### config.mk
export PLATFORM = sky130hd
export DESIGN_NAME = ghost_move_ctrl_flat
export DESIGN_NICKNAME = d
export VERILOG_FILES = /design/src/rtl/ghost_move_ctrl_pkg.sv /design/src/rtl/ghost_move_ctrl_if.sv /design/src/rtl/ghost_move_ctrl_tile_step.sv /design/src/rtl/ghost_move_ctrl.sv /design/src/flat_wrapper.sv
export SDC_FILE = /design/constraint.sdc
export NUM_CORES = 1
export LEC_CHECK = 0
export ABC_CLOCK_PERIOD_IN_PS = 6000
export CAP_MARGIN = 30
export CORE_MARGIN = 3
export CORE_UTILIZATION = 48
export CTS_BUF_LIST = sky130_fd_sc_hd__clkbuf_8
export CTS_CLUSTER_DIAMETER = 50
export DETAILED_ROUTE_END_ITERATION = 10
export GPL_TIMING_DRIVEN = 0
export PLACE_DENSITY = 0.88
export SYNTH_ARGS = -nofsm -noshare
export SYNTH_HDL_FRONTEND = slang
export SYNTH_SLANG_ARGS = --single-unit
### constraint.sdc
create_clock -name clk -period 6 [get_ports clk]
set_clock_uncertainty 0.2 [all_clocks]
set_input_delay 1.2 -clock clk [delete_from_list [all_inputs] [get_ports clk]]
set_output_delay 1.2 -clock clk [all_outputs]
set_load 0.02 [all_outputs]
### src/rtl/ghost_move_ctrl_pkg.sv
`default_nettype none
// ============================================================================
//  Module   : ghost_move_ctrl_pkg
//  Purpose  : Shared direction/mode codes and maze geometry defaults for the
//             ghost mover and its tile stepper.
//  Revision : 1.0  initial release
// ============================================================================
package ghost_move_ctrl_pkg;

    // Maze geometry and home tile defaults
    localparam int c_map_w  = 10;
    localparam int c_map_h  = 9;
    localparam int c_home_x = 8;
    localparam int c_home_y = 1;

    typedef enum logic [1:0] {
        DIR_UP    = 2'b00,
        DIR_DOWN  = 2'b01,
        DIR_LEFT  = 2'b10,
        DIR_RIGHT = 2'b11
    } dir_t;

    typedef enum logic [1:0] {
        MODE_NORMAL = 2'b00,
        MODE_FRIGHT = 2'b01,
        MODE_EATEN  = 2'b10
    } mode_t;

endpackage
`default_nettype wire

### src/rtl/ghost_move_ctrl_if.sv
`default_nettype none
// ============================================================================
//  Module   : ghost_move_ctrl_if
//  Purpose  : Bundles the ghost mover's game-side signals.
//  Ports    : tick_bit, power, map, dir, pac_x, pac_y  (into the mover)
//             ghost_x, ghost_y, ghost_mode, caught_pac, ghost_eaten (out)
//             master = game side, slave = ghost mover.
//  Revision : 1.0  initial release
// ============================================================================
interface ghost_move_ctrl_if
    import ghost_move_ctrl_pkg::*;
#(
    parameter int MAP_W = c_map_w,
    parameter int MAP_H = c_map_h
);
    logic                     tick_bit;
    logic                     power;
    logic [0:MAP_W*MAP_H-1]   map;
    logic [1:0]               dir;
    logic [4:0]               pac_x;
    logic [4:0]               pac_y;
    logic [4:0]               ghost_x;
    logic [4:0]               ghost_y;
    logic [1:0]               ghost_mode;
    logic                     caught_pac;
    logic                     ghost_eaten;

    modport master (
        output tick_bit, power, map, dir, pac_x, pac_y,
        input  ghost_x, ghost_y, ghost_mode, caught_pac, ghost_eaten
    );

    modport slave (
        input  tick_bit, power, map, dir, pac_x, pac_y,
        output ghost_x, ghost_y, ghost_mode, caught_pac, ghost_eaten
    );
endinterface
`default_nettype wire

### src/rtl/ghost_move_ctrl_tile_step.sv
`default_nettype none
// ============================================================================
//  Module   : tile_step
//  Purpose  : Combinational one-tile move on the maze map. Returns the tile
//             reached from (x,y) in direction dir, or (x,y) itself when the
//             move is blocked by a vertical edge, a non-wrapping horizontal
//             edge, or a wall.
//  Ports    : x, y, dir, map -> nx, ny, blocked
//  Revision : 1.0  initial release
// ============================================================================
module tile_step
    import ghost_move_ctrl_pkg::*;
#(
    parameter int MAP_W = c_map_w,
    parameter int MAP_H = c_map_h,
    parameter bit WRAP  = 1'b1
) (
    input  wire logic [4:0]             x,
    input  wire logic [4:0]             y,
    input  wire logic [1:0]             dir,
    input  wire logic [0:MAP_W*MAP_H-1] map,
    output logic      [4:0]             nx,
    output logic      [4:0]             ny,
    output logic                        blocked
);
    localparam logic [6:0] c_cells = 7'(MAP_W * MAP_H);

    logic [4:0] w_cx;
    logic [4:0] w_cy;
    logic       w_edge;
    logic [6:0] w_idx;
    logic       w_wall;

    always_comb begin
        w_cx   = x;
        w_cy   = y;
        w_edge = 1'b0;
        case (dir)
            DIR_UP: begin
                if (y == 5'd0) w_edge = 1'b1;
                else           w_cy   = y - 5'd1;
            end
            DIR_DOWN: begin
                if (y == 5'(MAP_H - 1)) w_edge = 1'b1;
                else                    w_cy   = y + 5'd1;
            end
            DIR_LEFT: begin
                if (x == 5'd0) begin
                    if (WRAP) w_cx   = 5'(MAP_W - 1);
                    else      w_edge = 1'b1;
                end else begin
                    w_cx = x - 5'd1;
                end
            end
            default: begin
                if (x == 5'(MAP_W - 1)) begin
                    if (WRAP) w_cx   = 5'd0;
                    else      w_edge = 1'b1;
                end else begin
                    w_cx = x + 5'd1;
                end
            end
        endcase
    end

    // 7-bit index so y*MAP_W+x never truncates; off-map tiles count as walls
    assign w_idx   = {2'b00, w_cy} * 7'(MAP_W) + {2'b00, w_cx};
    assign w_wall  = (w_idx < c_cells) ? map[w_idx] : 1'b1;
    assign blocked = w_edge | w_wall;
    assign nx      = blocked ? x : w_cx;
    assign ny      = blocked ? y : w_cy;
endmodule
`default_nettype wire

### src/rtl/ghost_move_ctrl.sv
`default_nettype none
// ============================================================================
//  Module   : ghost_move_ctrl
//  Purpose  : Moves the ghost one tile per move tick in the direction given
//             by the direction controller; owns ghost position, the
//             NORMAL/FRIGHT/EATEN mode machine and pac collision pulses.
//  Ports    : clk, rst_n (async active-low), bus (slave modport: tick_bit,
//             power, map, dir, pac_x/y in; ghost_x/y, ghost_mode,
//             caught_pac, ghost_eaten out)
//  Revision : 1.0  initial release
// ============================================================================
module ghost_move_ctrl
    import ghost_move_ctrl_pkg::*;
#(
    parameter int MAP_W         = c_map_w,
    parameter int MAP_H         = c_map_h,
    parameter int HOME_X        = c_home_x,
    parameter int HOME_Y        = c_home_y,
    parameter int FRIGHT_STEPS  = 16,
    parameter int RESPAWN_STEPS = 8,
    parameter bit WRAP          = 1'b1
) (
    input  wire logic         clk,
    input  wire logic         rst_n,
    ghost_move_ctrl_if.slave  bus
);
    mode_t      r_state,    w_state_nxt;
    logic [4:0] r_x,        w_x_nxt;
    logic [4:0] r_y,        w_y_nxt;
    logic [7:0] r_fr_cnt,   w_fr_cnt_nxt;
    logic [7:0] r_rs_cnt,   w_rs_cnt_nxt;
    logic       r_half,     w_half_nxt;
    logic       r_caught,   w_caught_nxt;
    logic       r_eaten,    w_eaten_nxt;
    logic       r_tick_q;
    logic       r_power_q;
    logic       r_overlap_q;

    logic       w_step;
    logic       w_pwr_ev;
    logic       w_overlap;
    logic [4:0] w_nx;
    logic [4:0] w_ny;
    logic       w_blocked;
    logic       w_move_ok;

    assign w_step    = bus.tick_bit & ~r_tick_q;
    assign w_pwr_ev  = bus.power & ~r_power_q;
    assign w_overlap = (r_x == bus.pac_x) && (r_y == bus.pac_y);
    assign w_move_ok = w_step & ~w_blocked;

    tile_step #(
        .MAP_W (MAP_W),
        .MAP_H (MAP_H),
        .WRAP  (WRAP)
    ) u_tile_step (
        .x       (r_x),
        .y       (r_y),
        .dir     (bus.dir),
        .map     (bus.map),
        .nx      (w_nx),
        .ny      (w_ny),
        .blocked (w_blocked)
    );

    always_ff @(posedge clk or negedge rst_n) begin
        if (!rst_n) begin
            r_state     <= MODE_NORMAL;
            r_x         <= 5'(HOME_X);
            r_y         <= 5'(HOME_Y);
            r_fr_cnt    <= '0;
            r_rs_cnt    <= '0;
            r_half      <= 1'b0;
            r_caught    <= 1'b0;
            r_eaten     <= 1'b0;
            r_tick_q    <= 1'b0;
            r_power_q   <= 1'b0;
            r_overlap_q <= 1'b0;
        end else begin
            r_state     <= w_state_nxt;
            r_x         <= w_x_nxt;
            r_y         <= w_y_nxt;
            r_fr_cnt    <= w_fr_cnt_nxt;
            r_rs_cnt    <= w_rs_cnt_nxt;
            r_half      <= w_half_nxt;
            r_caught    <= w_caught_nxt;
            r_eaten     <= w_eaten_nxt;
            r_tick_q    <= bus.tick_bit;
            r_power_q   <= bus.power;
            r_overlap_q <= w_overlap;
        end
    end

    // Priority inside each state: collision transition, then power event,
    // then the step (a cycle that changes mode never also moves).
    always_comb begin
        w_state_nxt  = r_state;
        w_x_nxt      = r_x;
        w_y_nxt      = r_y;
        w_fr_cnt_nxt = r_fr_cnt;
        w_rs_cnt_nxt = r_rs_cnt;
        w_half_nxt   = r_half;
        w_caught_nxt = 1'b0;
        w_eaten_nxt  = 1'b0;
        case (r_state)
            MODE_NORMAL: begin
                if (w_pwr_ev) begin
                    w_state_nxt  = MODE_FRIGHT;
                    w_fr_cnt_nxt = '0;
                    w_half_nxt   = 1'b0;
                end else begin
                    // Only the first cycle of a contact raises the pulse
                    w_caught_nxt = w_overlap & ~r_overlap_q;
                    if (w_move_ok) begin
                        w_x_nxt = w_nx;
                        w_y_nxt = w_ny;
                    end
                end
            end
            MODE_FRIGHT: begin
                if (w_overlap) begin
                    w_state_nxt  = MODE_EATEN;
                    w_eaten_nxt  = 1'b1;
                    w_x_nxt      = 5'(HOME_X);
                    w_y_nxt      = 5'(HOME_Y);
                    w_rs_cnt_nxt = '0;
                end else if (w_pwr_ev) begin
                    w_fr_cnt_nxt = '0;
                    w_half_nxt   = 1'b0;
                end else if (w_step) begin
                    // Half speed: move on every second step
                    w_half_nxt = ~r_half;
                    if (r_half && !w_blocked) begin
                        w_x_nxt = w_nx;
                        w_y_nxt = w_ny;
                    end
                    if (r_fr_cnt == 8'(FRIGHT_STEPS - 1)) begin
                        w_state_nxt  = MODE_NORMAL;
                        w_fr_cnt_nxt = '0;
                    end else begin
                        w_fr_cnt_nxt = r_fr_cnt + 8'd1;
                    end
                end
            end
            MODE_EATEN: begin
                w_x_nxt = 5'(HOME_X);
                w_y_nxt = 5'(HOME_Y);
                if (w_step) begin
                    if (r_rs_cnt == 8'(RESPAWN_STEPS - 1)) begin
                        w_state_nxt  = MODE_NORMAL;
                        w_rs_cnt_nxt = '0;
                    end else begin
                        w_rs_cnt_nxt = r_rs_cnt + 8'd1;
                    end
                end
            end
            default: begin
                w_state_nxt = MODE_NORMAL;
            end
        endcase
    end

    assign bus.ghost_x     = r_x;
    assign bus.ghost_y     = r_y;
    assign bus.ghost_mode  = r_state;
    assign bus.caught_pac  = r_caught;
    assign bus.ghost_eaten = r_eaten;
endmodule
`default_nettype wire

### src/flat_wrapper.sv
// flat-port wrapper written by rule: the top's interface ports become plain ports
module ghost_move_ctrl_flat import ghost_move_ctrl_pkg::*;
#(
    parameter int MAP_W         = c_map_w,
    parameter int MAP_H         = c_map_h,
    parameter int HOME_X        = c_home_x,
    parameter int HOME_Y        = c_home_y,
    parameter int FRIGHT_STEPS  = 16,
    parameter int RESPAWN_STEPS = 8,
    parameter bit WRAP          = 1'b1
)
  (clk, rst_n, bus_tick_bit, bus_power, bus_map, bus_dir, bus_pac_x, bus_pac_y, bus_ghost_x, bus_ghost_y, bus_ghost_mode, bus_caught_pac, bus_ghost_eaten);
  ghost_move_ctrl_if #(.MAP_W(MAP_W), .MAP_H(MAP_H)) bus_i ();
  input  wire logic clk;
  input  wire logic rst_n;
  input wire logic [$bits(bus_i.tick_bit)-1:0] bus_tick_bit;
  input wire logic [$bits(bus_i.power)-1:0] bus_power;
  input wire logic [$bits(bus_i.map)-1:0] bus_map;
  input wire logic [$bits(bus_i.dir)-1:0] bus_dir;
  input wire logic [$bits(bus_i.pac_x)-1:0] bus_pac_x;
  input wire logic [$bits(bus_i.pac_y)-1:0] bus_pac_y;
  output wire logic [$bits(bus_i.ghost_x)-1:0] bus_ghost_x;
  output wire logic [$bits(bus_i.ghost_y)-1:0] bus_ghost_y;
  output wire logic [$bits(bus_i.ghost_mode)-1:0] bus_ghost_mode;
  output wire logic [$bits(bus_i.caught_pac)-1:0] bus_caught_pac;
  output wire logic [$bits(bus_i.ghost_eaten)-1:0] bus_ghost_eaten;
  assign bus_i.tick_bit = bus_tick_bit;
  assign bus_i.power = bus_power;
  assign bus_i.map = bus_map;
  assign bus_i.dir = bus_dir;
  assign bus_i.pac_x = bus_pac_x;
  assign bus_i.pac_y = bus_pac_y;
  assign bus_ghost_x = bus_i.ghost_x;
  assign bus_ghost_y = bus_i.ghost_y;
  assign bus_ghost_mode = bus_i.ghost_mode;
  assign bus_caught_pac = bus_i.caught_pac;
  assign bus_ghost_eaten = bus_i.ghost_eaten;
  ghost_move_ctrl #(.MAP_W(MAP_W), .MAP_H(MAP_H), .HOME_X(HOME_X), .HOME_Y(HOME_Y), .FRIGHT_STEPS(FRIGHT_STEPS), .RESPAWN_STEPS(RESPAWN_STEPS), .WRAP(WRAP)) u_core (.clk(clk), .rst_n(rst_n), .bus(bus_i));
endmodule
==> results.py <==
metrics = {
    "outcome": {
        "status": "complete, no violations",
    },
    "critical_path": {
        "cp_data_required_time_ns": 5.98,
        "start_kind": "primary input",
        "worstSetupPathType": "primary input to flop",
        "crit_fanout": 11,
        "crit_family": "compound AO/OA/AOI/OAI gates",
        "slowest_stage": "fa_1",
        "cp.depth": 17,
        "end_kind": "flop",
        "path_cells": "clkbuf_2 -> buf_2 -> mux2_2 -> a31oi_1 -> ha_1 -> fa_1 -> and3_1 -> a221o_1 -> xnor2_1 -> xnor2_1 -> o31a_1 -> a311o_1 -> and3_1 -> buf_6 -> and3_4 -> buf_6 -> a32o_1",
        "critPathLaunch": "bus_dir[0]",
        "reg2reg_from": "u_core.bus.ghost_x[0]",
        "crit_buf_inv": 4,
        "cpPeakStageDelay_ns": 0.56,
        "arrival_ns": 5.62,
        "reg2regPathDepth": 19,
    },
    "power": {
        "powerDensity_nw_per_um2": 490,
        "total_leakage_power_uw": 0.00205,
        "ir_worst_vdd_v": 0.000320,
    },
    "clock_network": {
        "numCtsBuffers": 5,
        "htreeDepth": 2,
        "ctsLongestPathBuffers": 2,
        "cts_hold_buffers": 0,
        "cts_sinks": 34,
        "tritoncts": "done",
        "path_clk_slew_ns": 0.07,
        "cts_root_buf": "clkbuf_8",
        "clock_latency_ns": 0.29,
    },
    "synthesis": {
        "synthAdderAreaFrac": 0.0814,
        "synth_compound_area_frac": 0.251,
        "yosysSeqAreaShare": 0.239,
        "synthDistinctLibCells": 64,
        "yosys_register_bits": 34,
        "syn_avg_cell_area_sq_um": 8.24,
        "synth.mux.area_fraction": 0.0796,
        "synth_xor_area_frac": 0.0589,
        "synth_warnings": 0,
        "async_flop_share": 1.00,
        "synth_nets": 561,
        "synthCells": 433,
        "ys.flop_type": "dfrtp_1",
        "synth_edf_count": 0,
        "synthSimpleGateAreaFrac": 0.234,
        "synth_top_family_by_area": "compound AO/OA/AOI/OAI gates",
        "syn-cell-area_sq_um": 3570,
    },
    "sta": {
        "slew_headroom": 0.486,
        "fmax_mhz": 177,
        "post-route-min-period_ns": 5.63,
        "slew_viol_final": 0,
        "worst_slew_pin_slew_ns": 0.766,
        "min_period_over_period": 0.939,
        "finalSetupTns_ns": 0,
        "rsz0062_at_grt": "no",
        "timing.final.hold_violations": 0,
        "whs_ns": 0.218,
        "final-setup-viol-count": 0,
    },
    "die": {
        "initial_utilization": 0.511,
        "pin_count": 120,
        "fp.dieH_microns": 92.2,
        "fp.dieW_microns": 92.2,
        "rows": 30,
        "coreArea_sq_um": 6980,
        "dieArea_sq_um": 8500,
    },
    "global_route": {
        "grt_pass1_wl_microns": 18900,
        "first_global_vias": 3885,
        "antenna_found_initial": 0,
        "grt_remaining_overflow": 0,
        "grt_max_degree": 35,
        "grt_use_total": 0.276,
    },
    "finish": {
        "antennaDiodeCount": 0,
        "fin_cells": 657,
        "synthToLayoutAreaGrowth_pct": 40.0,
        "nNetsFinal": 688,
        "drive_above_1_share": 0.0873,
    },
    "worst_hold_path": {
        "hp-start": "u_core.r_overlap_q",
        "hold_class": "flop to flop",
        "hold_path_depth": 1,
    },
    "drt": {
        "routed_wl_microns": 11900,
        "drtIter0Drc": 229,
        "via_per_inst": 6.11,
        "drt-wirelength-per-cell_microns": 18.1,
        "dr.pass1.iters": 6,
        "antenna_left": 0,
        "via_count": 4015,
        "drc": 0,
    },
    "place": {
        "io_buffers": 119,
        "place_inst": 649,
        "place.gp.congestion": 0.908,
        "hpwl_microns": 9270,
    },
    "run": {
        "drv_cap": 0,
    },
}
-- cell families after synthesis --
logic type | count (synthesis)
AND/OR/NAND/NOR | 162
AO/OA/AOI/OAI | 128
flip-flops | 34
adder cells (fa/ha/maj) | 22
XOR/XNOR | 24
multiplexers | 20
buffers and inverters | 43
-- Yosys cell counts, drive strengths merged, types with 3 or more instances --
library cell | n | area [sq um]
a21oi | 16 | 80.1
nor2b | 10 | 62.6
o31ai | 5 | 37.5
nor3b | 5 | 37.5
mux2 | 7 | 78.8
dfrtp | 32 | 801
nand4 | 4 | 25.0
a31oi | 13 | 81.3
a211oi | 4 | 42.5
a41oi | 7 | 61.3
a22oi | 4 | 30.0
inv | 14 | 52.6
or3 | 3 | 18.8
and3 | 13 | 86.3
o32ai | 4 | 35.0
nor2 | 25 | 93.8
a31o | 3 | 26.3
nand2 | 39 | 146
clkbuf | 16 | 60.1
a211o | 3 | 26.3
nor3 | 16 | 80.1
xnor2 | 10 | 87.6
nand3 | 24 | 120
nand2b | 10 | 62.6
mux4 | 6 | 135
buf | 13 | 87.6
mux2i | 7 | 70.1
ha | 20 | 250
o22ai | 3 | 18.8
a32o | 8 | 80.1
xor2 | 14 | 123
nor4 | 4 | 25.0
o21ai | 36 | 184
-- per-stage QoR --
step	utilization	setup slack [ns]	instance area [sq um]	power, uW
floorplan	-	0.334	3570	1710
global placement	0.699	-0.695	4880	2140
detailed placement	0.699	-0.827	4880	2200
CTS	0.711	0.0165	4960	2390
global route	0.715	0.128	4990	2620
finish	0.715	0.366	4990	2450
-- state kept, by name, indices dropped and copies added, names as in the netlist --
name,count
u_core.bus.ghost_eaten,1
u_core.r_rs_cnt,8
u_core.bus.ghost_x,5
u_core.bus.caught_pac,1
u_core.r_power_q,1
u_core.r_fr_cnt,8
u_core.r_tick_q,1
u_core.bus.ghost_y,5
u_core.r_half,1
u_core.r_overlap_q,1
u_core.bus.ghost_mode,2
-- metal layers --
layer	vias to the layer above	track usage	routed length, microns
met3	41	0.0484	710
li1	1893	-	-
met2	185	0.470	5890
met1	1896	0.348	4790
met5	-	0	0
met4	0	0.105	501
-- cell type report --
| cell class | instances | area [sq um] |
|---|---|---|
| Multi-Input combinational cell | 356 | 2530 |
| Fill cell | 579 | 1990 |
| Timing Repair Buffer | 122 | 1200 |
| Sequential cell | 34 | 853 |
| Buffer | 27 | 143 |
| Tap cell | 96 | 120 |
| Clock buffer | 6 | 82.6 |
| Inverter | 14 | 52.6 |
| Clock inverter | 2 | 8.76 |
-- final timing paths --
kind                                    endpoint  slack (ns)
max in group asynchronous     u_core.r_fr_cnt[5]        4.34
min reg2reg                u_core.bus.caught_pac        0.22
min                        u_core.bus.caught_pac        0.22
min in group asynchronous  u_core.bus.ghost_y[3]        0.77
max                        u_core.bus.ghost_x[2]        0.37
max reg2reg                u_core.bus.ghost_x[2]        0.49
-- where the power goes --
part	internal, uW	switching [uW]	total, uW
clock	90.8	84.5	175
combinational	854	1110	1970
sequential	266	40.7	307
-- timing repair --
action | CTS | global route
gates cloned | 0 | 0
resized for setup | 3 | 10
pin swaps | 0 | 1
setup endpoints to repair | 10 | 10
buffers inserted | 0 | 2
-- cells in the final DEF, fill, tap and decap left out, types with 5 or more instances in the layout --
cell type        instances
a21oi_1                 16
a31oi_1                 13
a32o_1                   8
a41oi_1                  7
and3_1                  12
buf_2                    7
clkbuf_1                12
clkbuf_8                 6
clkdlybuf4s50_1        116
dfrtp_1                 32
ha_1                    20
inv_1                   14
mux2_2                   7
mux2i_1                  7
mux4_2                   6
nand2_1                 39
nand2b_1                10
nand3_1                 23
nor2_1                  25
nor2b_1                 10
nor3_1                  16
nor3b_1                  5
o21ai_0                 32
o31ai_1                  5
xnor2_1                 10
xor2_1                  14
Note: power is estimated with default switching activity, not from simulation.
